### src/rtl/ttt_pkg.sv
// Shared definitions for the TTT neuron scheduler: core opcodes and the
// scheduler FSM state encoding.
package ttt_pkg;

    localparam int unsigned OP_W = 3;

    // Core instruction opcodes
    localparam logic [OP_W-1:0] OP_NOP  = 3'b000;
    localparam logic [OP_W-1:0] OP_DUR  = 3'b001;
    localparam logic [OP_W-1:0] OP_GTH  = 3'b010;
    localparam logic [OP_W-1:0] OP_BTH  = 3'b011;
    localparam logic [OP_W-1:0] OP_UPD  = 3'b100;
    localparam logic [OP_W-1:0] OP_STEP = 3'b101;

    typedef enum logic [2:0] {
        ST_IDLE,
        ST_UPDATE,
        ST_STATE,
        ST_DRAIN,
        ST_PROG
    } sched_state_t;

endpackage

### src/rtl/ttt_slot_counter.sv
// Modulo-N slot counter shared by the UPDATE and STATE phases.
// Ports:
//   clock_fast, reset : clock, synchronous active-high reset
//   en                : advance one slot this cycle
//   clear             : force the count to 0 (wins over en)
//   count             : current slot id (registered)
//   wrap_c            : combinational, high when en and count is N-1
module ttt_slot_counter #(
    parameter int unsigned N = 10,
    parameter int unsigned W = $clog2(N)
) (
    input  logic         clock_fast,
    input  logic         reset,
    input  logic         en,
    input  logic         clear,
    output logic [W-1:0] count,
    output logic         wrap_c
);

    assign wrap_c = en && (count == W'(N - 1));

    // Count register; wraps N-1 -> 0 so it never reaches N
    always_ff @(posedge clock_fast) begin
        if (reset || clear) begin
            count <= '0;
        end else if (en) begin
            count <= wrap_c ? '0 : count + W'(1);
        end
    end

endmodule

### src/rtl/tt_um_jleugeri_ttt_scheduler.sv
// Sweep scheduler for the TTT neuron core. On each slow tick it issues UPD to
// every slot, then STEP (with the slow clock enable) to every slot, then one
// drain cycle; between sweeps it forwards host programming transfers.
// Optional build macro: TTT_SCHED_OVERRUN_EN adds a sticky overrun flag.
// Ports:
//   clock_fast, reset                  : clock, synchronous active-high reset
//   tick                               : slow-time pulse requesting a sweep
//   prog_valid/prog_ready              : host programming handshake
//   prog_instr/prog_neuron/prog_data   : programming opcode, slot, value
//   core_instruction/neuron_id/prog_data, core_clock_slow : core drive
//   core_token_startstop               : registered core result
//   evt_valid/evt_neuron/evt_startstop : token event out
//   busy, sweep_done, prog_err         : status
//   overrun (macro only)               : sticky tick-overrun flag
module tt_um_jleugeri_ttt_scheduler
    import ttt_pkg::*;
#(
    parameter int unsigned NUM_PROCESSORS = 10,
    parameter int unsigned PROG_WIDTH     = 8,
    localparam int unsigned ID_W          = $clog2(NUM_PROCESSORS)
) (
    input  logic                  clock_fast,
    input  logic                  reset,
    input  logic                  tick,
    input  logic                  prog_valid,
    output logic                  prog_ready,
    input  logic [OP_W-1:0]       prog_instr,
    input  logic [ID_W-1:0]       prog_neuron,
    input  logic [PROG_WIDTH-1:0] prog_data,
    output logic [OP_W-1:0]       core_instruction,
    output logic [ID_W-1:0]       core_neuron_id,
    output logic [PROG_WIDTH-1:0] core_prog_data,
    output logic                  core_clock_slow,
    input  logic [1:0]            core_token_startstop,
    output logic                  evt_valid,
    output logic [ID_W-1:0]       evt_neuron,
    output logic [1:0]            evt_startstop,
    output logic                  busy,
    output logic                  sweep_done,
    output logic                  prog_err
`ifdef TTT_SCHED_OVERRUN_EN
    ,
    output logic                  overrun
`endif
);

    sched_state_t          state_q, state_d;
    logic                  tick_pending_q, pend_d;
    logic [OP_W-1:0]       instr_d;
    logic [ID_W-1:0]       id_d;
    logic [PROG_WIDTH-1:0] data_d;
    logic                  slow_d, done_d, busy_d, err_d;
    logic                  cnt_en, cnt_clr, wrap_c;
    logic [ID_W-1:0]       count;
    logic                  prog_legal;
    logic                  step_q;
    logic [ID_W-1:0]       step_id_q;
`ifdef TTT_SCHED_OVERRUN_EN
    logic                  ovr_d;
`endif

    ttt_slot_counter #(
        .N (NUM_PROCESSORS),
        .W (ID_W)
    ) u_slot_counter (
        .clock_fast (clock_fast),
        .reset      (reset),
        .en         (cnt_en),
        .clear      (cnt_clr),
        .count      (count),
        .wrap_c     (wrap_c)
    );

    // Handshake is combinational so a same-cycle tick can block the transfer
    assign prog_ready = (state_q == ST_IDLE) && !tick && !tick_pending_q;

    assign prog_legal = ((prog_instr == OP_DUR) || (prog_instr == OP_GTH) ||
                         (prog_instr == OP_BTH)) &&
                        (32'(prog_neuron) < NUM_PROCESSORS);

    // Next state and next registered core outputs
    always_comb begin
        state_d = state_q;
        pend_d  = tick_pending_q | tick;
        instr_d = OP_NOP;
        id_d    = '0;
        data_d  = '0;
        slow_d  = 1'b0;
        done_d  = 1'b0;
        err_d   = prog_err;
        cnt_en  = 1'b0;
        cnt_clr = 1'b0;
`ifdef TTT_SCHED_OVERRUN_EN
        ovr_d   = overrun | (tick & tick_pending_q);
`endif
        case (state_q)
            ST_IDLE: begin
                cnt_clr = 1'b1;
                if (tick || tick_pending_q) begin
                    state_d = ST_UPDATE;
                    pend_d  = 1'b0;
                    instr_d = OP_UPD;
                end else if (prog_valid) begin
                    state_d = ST_PROG;
                    if (prog_legal) begin
                        instr_d = prog_instr;
                        id_d    = prog_neuron;
                        data_d  = prog_data;
                    end else begin
                        err_d = 1'b1;
                    end
                end
            end
            ST_UPDATE: begin
                cnt_en = 1'b1;
                if (wrap_c) begin
                    state_d = ST_STATE;
                    instr_d = OP_STEP;
                    slow_d  = 1'b1;
                end else begin
                    instr_d = OP_UPD;
                    id_d    = count + ID_W'(1);
                end
            end
            ST_STATE: begin
                cnt_en = 1'b1;
                if (wrap_c) begin
                    state_d = ST_DRAIN;
                    done_d  = 1'b1;
                end else begin
                    instr_d = OP_STEP;
                    slow_d  = 1'b1;
                    id_d    = count + ID_W'(1);
                end
            end
            ST_DRAIN: begin
                cnt_clr = 1'b1;
                state_d = ST_IDLE;
            end
            ST_PROG: begin
                cnt_clr = 1'b1;
                state_d = ST_IDLE;
            end
            default: begin
                cnt_clr = 1'b1;
                state_d = ST_IDLE;
            end
        endcase
        busy_d = (state_d == ST_UPDATE) || (state_d == ST_STATE) ||
                 (state_d == ST_DRAIN);
    end

    // State and registered outputs
    always_ff @(posedge clock_fast) begin
        if (reset) begin
            state_q          <= ST_IDLE;
            tick_pending_q   <= 1'b0;
            core_instruction <= OP_NOP;
            core_neuron_id   <= '0;
            core_prog_data   <= '0;
            core_clock_slow  <= 1'b0;
            sweep_done       <= 1'b0;
            busy             <= 1'b0;
            prog_err         <= 1'b0;
        end else begin
            state_q          <= state_d;
            tick_pending_q   <= pend_d;
            core_instruction <= instr_d;
            core_neuron_id   <= id_d;
            core_prog_data   <= data_d;
            core_clock_slow  <= slow_d;
            sweep_done       <= done_d;
            busy             <= busy_d;
            prog_err         <= err_d;
        end
    end

`ifdef TTT_SCHED_OVERRUN_EN
    always_ff @(posedge clock_fast) begin
        if (reset) begin
            overrun <= 1'b0;
        end else begin
            overrun <= ovr_d;
        end
    end
`endif

    // The core answers a STEP one cycle later; sample only then, tagged by slot
    always_ff @(posedge clock_fast) begin
        if (reset) begin
            step_q        <= 1'b0;
            step_id_q     <= '0;
            evt_valid     <= 1'b0;
            evt_neuron    <= '0;
            evt_startstop <= '0;
        end else begin
            step_q        <= (core_instruction == OP_STEP);
            step_id_q     <= core_neuron_id;
            evt_valid     <= step_q && (core_token_startstop != 2'b00);
            evt_neuron    <= step_q ? step_id_q : '0;
            evt_startstop <= step_q ? core_token_startstop : 2'b00;
        end
    end

endmodule
### config.mk
export PLATFORM = sky130hd
export DESIGN_NAME = tt_um_jleugeri_ttt_scheduler
export DESIGN_NICKNAME = d
export VERILOG_FILES = /design/src/rtl/ttt_pkg.sv /design/src/rtl/ttt_slot_counter.sv /design/src/rtl/tt_um_jleugeri_ttt_scheduler.sv
export SDC_FILE = /design/constraint.sdc
export NUM_CORES = 1
export LEC_CHECK = 0
export CORE_UTILIZATION = 35
export CTS_CLUSTER_DIAMETER = 120
export DETAILED_ROUTE_END_ITERATION = 10
export PLACE_DENSITY = 0.61
export SETUP_SLACK_MARGIN = 0.1
export SYNTH_ARGS = -nofsm -noshare
export SYNTH_HDL_FRONTEND = slang
export SYNTH_SLANG_ARGS = --single-unit
### constraint.sdc
create_clock -name clock_fast -period 2.5 [get_ports clock_fast]
set_input_delay 0.75 -clock clock_fast [delete_from_list [all_inputs] [get_ports clock_fast]]
set_output_delay 0.75 -clock clock_fast [all_outputs]
set_load 0.05 [all_outputs]
==> results of run 1 <==
## cell type report
| class | instances | area, sq um | area share [%] |
|---|---|---|---|
| timing repair buffer | 50 | 503 | 25.0 |
| clock buffer | 5 | 68.8 | 3.42 |
| tap | 48 | 60.1 | 2.98 |
| inverter | 2 | 7.51 | 0.373 |
| clock inverter | 3 | 43.8 | 2.17 |
| sequential | 39 | 781 | 38.8 |
| multi-input combinational | 82 | 551 | 27.3 |
## Yosys cell counts, drive strengths merged (2+ instances only)
master  count
dfxtp      39
a21oi       3
clkbuf      2
nor2       14
nand3b      2
nor2b       5
nand2       2
a21o        2
o21ai       3
inv         2
buf         2
and2       14
nor3        8
nand2b      2
xnor2       2
o21a        2
ha          2
nor4        5
## critical path: stages
cell and delay (ns):
clkdlybuf4s50_1 0.46, nor3_4 0.20, buf_12 0.17
## per-layer routing
layer | GRT usage [%] | vias up
met5 | 0 | -
met4 | 5.97 | 0
met3 | 4.29 | 2
met2 | 24.1 | 29
met1 | 17.4 | 475
li1 | - | 541
## power by group through the flow
stage,Sequential [W],Clock (W),Combinational (W)
detailed placement,0.000657,0,0.000149
global route,0.000645,0.000558,0.000163
finish,0.000643,0.000510,0.000152
floorplan,0.000683,0,0.0000518
CTS,0.000643,0.000518,0.000152
global placement,0.000657,0,0.000148
## sequential cells by signal (all words and copies together) (netlist names)
register,cells
busy,1
core_clock_slow,1
core_instruction,3
core_neuron_id,4
core_prog_data,8
evt_neuron,4
evt_startstop,2
evt_valid,1
prog_err,1
state_q,3
step_id_q,4
step_q,1
sweep_done,1
tick_pending_q,1
u_slot_counter.count,4
## cells by family (layout without fill, tap and decap cells)
logic type / count (synthesis) / in the layout
and+or+nand+nor: 62 / 62
DFF: 39 / 39
AOI/OAI and AO/OA: 15 / 15
buffers and inverters: 6 / 60
xor gates and xnor gates: 3 / 3
adders and majority gates: 2 / 2
## what timing repair did
action / in CTS / in global routing
hold buffers: 0 / 0
buffers inserted: 0 / 0
gates resized for setup: 1 / 1
endpoints found under the setup margin: 1 / 1
pin swaps: 0 / 1
## worst max path at each step
stage | startpoint | endpoint | slack (ns) | depth (start not counted)
floorplan | state_q[0] | prog_ready | 0.21 | 3
CTS | tick | prog_ready | 0.12 | 3
global placement | tick | prog_ready | 0.12 | 3
finish | tick | prog_ready | 0.17 | 3
detailed placement | tick | core_neuron_id[2] | 0.06 | 6
global route | tick | prog_ready | 0.12 | 3
## cells in the final DEF (no fill, tap or decap), drive strengths merged, types with 3 or more instances in the layout
master	count
nor4	5
a21oi	3
buf	4
clkdlybuf4s50	46
nor2b	5
clkbuf	5
dfxtp	39
and2	14
nor3	8
nor2	14
o21ai	3
## through the flow
| stage | utilization [%] | area, sq um | setup slack, ns | hold WS (ns) | std cells |
|---|---|---|---|---|---|
| after floorplan | - | 1350 | 0.205 | 0.406 | 127 |
| after global placement | 51.3 | 1890 | 0.125 | 0.408 | 221 |
| after detailed placement | 51.3 | 1890 | 0.0594 | 0.412 | 221 |
| after CTS | 54.5 | 2010 | 0.119 | 0.431 | 229 |
| after global routing | 54.6 | 2010 | 0.121 | 0.438 | 229 |
| final | 54.6 | 2010 | 0.166 | 0.426 | 229 |
==> flow_summary.json, run 1 <==
{
  "cp-start-kind": "input port",
  "syn_avg_cell_area_sq_um": 10.6,
  "hp-class": "flop to flop",
  "internal_power_w": 0.00100,
  "status": "finished, final reports clean",
  "ys.warnings.count": 0,
  "max-clock-path-buffers": 2,
  "seq_area_frac_synth_pct": 58.0,
  "synth_edf_count": 0,
  "initial_core_util_pct": 36.5,
  "comb_power_share_pct": 11.7,
  "grt_max_degree": 14,
  "p_sw_w": 0.000301,
  "rr_startpoint": "state_q[0]",
  "vdd_drop_max_uv": 318,
  "drt-total-wl_microns": 2700,
  "finalSetupTns_ns": 0,
  "portBuffers": 47,
  "grt_pass1_vias": 972,
  "top_layer": "met4",
  "yosys.area_share.simple_pct": 27.8,
  "grt_usage_pct": 14.5,
  "drt_iter0_markers": 34,
  "synth.area.mux_share_pct": 0,
  "p_total_w": 0.00131,
  "clockRootBuffer": "clkbuf_8",
  "worstMarginPinSlew_ns": 0.513,
  "synthTopCellsByArea": "dfxtp_1 58%, and2_1 6.5%, nor2_1 3.3%",
  "critPathArrivalTime_ns": 1.58,
  "fin_skew_ns": 0.00604,
  "async_flop_share_pct": 0,
  "hold_viol": 0,
  "num_rows": 22,
  "holdPathStages": 1,
  "cp_max_fo": 2,
  "ys_ff_latch": 39,
  "wl_met1_microns": 1150,
  "cp.required_ns": 1.75,
  "hpwl_microns": 2130,
  "min_to": "step_q",
  "synth_xor_area_share_pct": 1.95,
  "grt_overflow": 0,
  "drtPass1Iterations": 4,
  "worstHoldStart": "core_instruction[1]",
  "synth_top_family_by_area": "simple AND/OR/NAND/NOR gates",
  "dieWidth_microns": 64.0,
  "r2r_slack_ns": 0.81,
  "synth_fp_nets": 150,
  "pwr-share-seq_pct": 49.3,
  "end_kind": "primary output",
  "synth_fa_ha_area_share_pct": 1.86,
  "crit_type": "input port to primary output",
  "powerDensity_nw_per_um2": 648,
  "drive_above_1_share_pct": 11.6,
  "period_needed_ns": 2.33,
  "r2r_cells": 5,
  "max_cap_viol_count": 0,
  "syn_area_sq_um": 1350,
  "synth_top_area_share_pct": 58.0,
  "maxSlewViolCount": 0,
  "setup-violations-final": 0,
  "max_freq_mhz": 428,
  "fp.dieH_microns": 64.0,
  "antenna_found_initial": 0,
  "cts_sinks": 39,
  "wire_per_inst_microns": 11.8,
  "synth_compound_area_share_pct": 8.09,
  "gp_congestion": 0.878,
  "cts_tree": "built",
  "dieArea_sq_um": 4100,
  "p_leak_nw": 0.769,
  "relSlewSlack_pct": 65.7,
  "r2r-end": "core_prog_data[5]",
  "nFillCells": 348,
  "drtAntennaViolNets": 0,
  "swShare_pct": 23.0,
  "wl_met3_microns": 123,
  "nNetsFinal": 203,
  "numCtsBuffers": 5,
  "dr_wl_met2_microns": 1410,
  "postSynthCellCount": 127,
  "io_pins": 48,
  "core-area_sq_um": 3690,
  "yosysTopAreaCell": "dfxtp_1",
  "path_clk_slew_ns": 0.07,
  "ys_types": 37,
  "avgViaCountPerCell": 4.57,
  "grt_pass1_wl_microns": 4510,
  "n_antenna_cell": 0,
  "insertion_delay_ns": 0.28,
  "cts.htree.levels": 2,
  "clkPwrFrac_pct": 39.1,
  "drcViolationCount": 0,
  "syn2layout_area_growth_pct": 49.6,
  "period_share_pct": 93.4,
  "vias": 1047,
  "rsz0062_at_grt": "false",
  "synth_flop_cell": "dfxtp_1"
}
Power figures use the tool's default switching activity.
==> inputs of run 2 (changes only) <==
Settings changed: GPL_ROUTABILITY_DRIVEN set to 0.
==> flow_summary.json, run 2 (same netlist as run 1, synthesis figures left out) <==
{
  "cts_hold_buf": 0,
  "dieArea_sq_um": 4100,
  "insertion_delay_ns": 0.28,
  "fp.dieH_microns": 64.0,
  "final_common_cell": "clkdlybuf4s50_1",
  "holdPathStages": 1,
  "max_cap_viol_count": 0,
  "grt_pass1_wl_microns": 4540,
  "period_needed_ns": 2.32,
  "max-clock-path-buffers": 2,
  "antenna_found_initial": 0,
  "rr_startpoint": "state_q[0]",
  "cts_setup_buffers": 0,
  "drt-total-wl_microns": 2780,
  "r2r_cells": 5,
  "max_freq_mhz": 431,
  "cp-start-kind": "input port",
  "drcViolationCount": 0,
  "largest_register_ffs": 8,
  "core-area_sq_um": 3690,
  "num_rows": 22,
  "hp-class": "flop to flop",
  "worstMarginPinSlew_ns": 0.514,
  "drtAntennaViolNets": 0,
  "nNetsFinal": 203,
  "io_pins": 48,
  "fin_skew_ns": 0.00409,
  "drive_above_1_share_pct": 11.0,
  "hpwl_microns": 2120,
  "grt_pass1_vias": 1045,
  "crit_type": "input port to primary output",
  "powerDensity_nw_per_um2": 604,
  "p_total_w": 0.00120,
  "dp_cells": 221,
  "period_share_pct": 92.8,
  "vias": 1065,
  "regMostFlops": "core_prog_data",
  "status": "finished, final reports clean",
  "drtPass1Iterations": 4,
  "dieWidth_microns": 64.0,
  "final_cells": 229,
  "final_cell_mix": "46 x clkdlybuf4s50_1, 39 x dfxtp_1, 14 x and2_1",
  "cp_max_fo": 2,
  "path_clk_slew_ns": 0.07,
  "p_leak_nw": 0.752,
  "setup-violations-final": 0,
  "holdWs_ns": 0.426,
  "rsz0062_at_grt": "false",
  "vdd_drop_max_uv": 283,
  "end_kind": "primary output",
  "critPathArrivalTime_ns": 1.57,
  "r2r_slack_ns": 0.80,
  "finalSetupTns_ns": 0,
  "cts_tree": "built",
  "grt_max_degree": 13,
  "numCtsBuffers": 5,
  "r2r-end": "core_prog_data[1]",
  "cts.htree.levels": 2,
  "grt_overflow": 0,
  "final_util_pct": 53.9,
  "drt_iter0_markers": 24,
  "clockRootBuffer": "clkbuf_8",
  "grt_usage_pct": 14.8,
  "wire_per_inst_microns": 12.1,
  "maxSlewViolCount": 0,
  "initial_core_util_pct": 36.5,
  "n_antenna_cell": 0,
  "portBuffers": 47,
  "syn2layout_area_growth_pct": 47.6,
  "avgViaCountPerCell": 4.65,
  "min_to": "evt_neuron[1]",
  "cp.required_ns": 1.75,
  "hold_viol": 0,
  "worstHoldStart": "step_id_q[1]",
  "relSlewSlack_pct": 65.7,
  "cts_sinks": 39
}
==> run 2: metrics by stage <==
stage	area, sq um	setup WS (ns)
4_1_cts	1980	0.108
5_1_grt	1990	0.138
3_3_place_gp	1890	0.125
2_1_floorplan	1350	0.205
3_5_place_dp	1890	0.0790
6_report	1990	0.181
==> run 2: final cells by class <==
cell class | count | area (sq um)
clock buffer | 6 | 72.6
clock inverter | 2 | 12.5
timing repair buffer | 50 | 503
sequential | 39 | 781
tap | 48 | 60.1
inverter | 2 | 7.51
fill | 342 | 1700
multi-input combinational | 82 | 551
==> run 2: worst max path at each step <==
stage / to / cells past startpoint / slack (ns) / from
6_report: prog_ready / 3 / 0.18 / tick
3_5_place_dp: core_neuron_id[1] / 6 / 0.08 / tick
2_1_floorplan: prog_ready / 3 / 0.21 / state_q[0]
5_1_grt: prog_ready / 3 / 0.14 / state_q[1]
3_3_place_gp: prog_ready / 3 / 0.12 / tick
4_1_cts: prog_ready / 3 / 0.11 / tick
==> run 2: routing by layer <==
metal	track usage (%)	vias to the layer above	routed length [microns]	share of wire (%)
met4	7.67	0	39	1.4
li1	-	539	-	-
met1	15.8	498	1210	43
met3	4.46	4	106	3.8
met2	26.2	24	1430	51
met5	0	-	0	0
==> run 2: what timing repair did <==
item                                    CTS  global route
gates resized for setup                   0             2
hold endpoints to repair                  0             0
endpoints found under the setup margin    0             1
==> run 2: where the power goes <==
part	internal (W)	total [W]	switching, W
combinational	0.0000734	0.000152	0.0000791
sequential	0.000634	0.000643	0.00000906
clock	0.000195	0.000405	0.000210
total	0.000902	0.00120	0.000299
==> run 2: critical path, stage by stage <==
cell             delay, ns
clkdlybuf4s50_1       0.46
nor3_4                0.19
buf_12                0.17
==> inputs of run 3 (changes only) <==
Settings changed: CTS_CLUSTER_DIAMETER 120 to 50, SLEW_MARGIN set to 20.
==> results of run 3 <==
Final layout, timing and power as in run 2 (identical DEF).
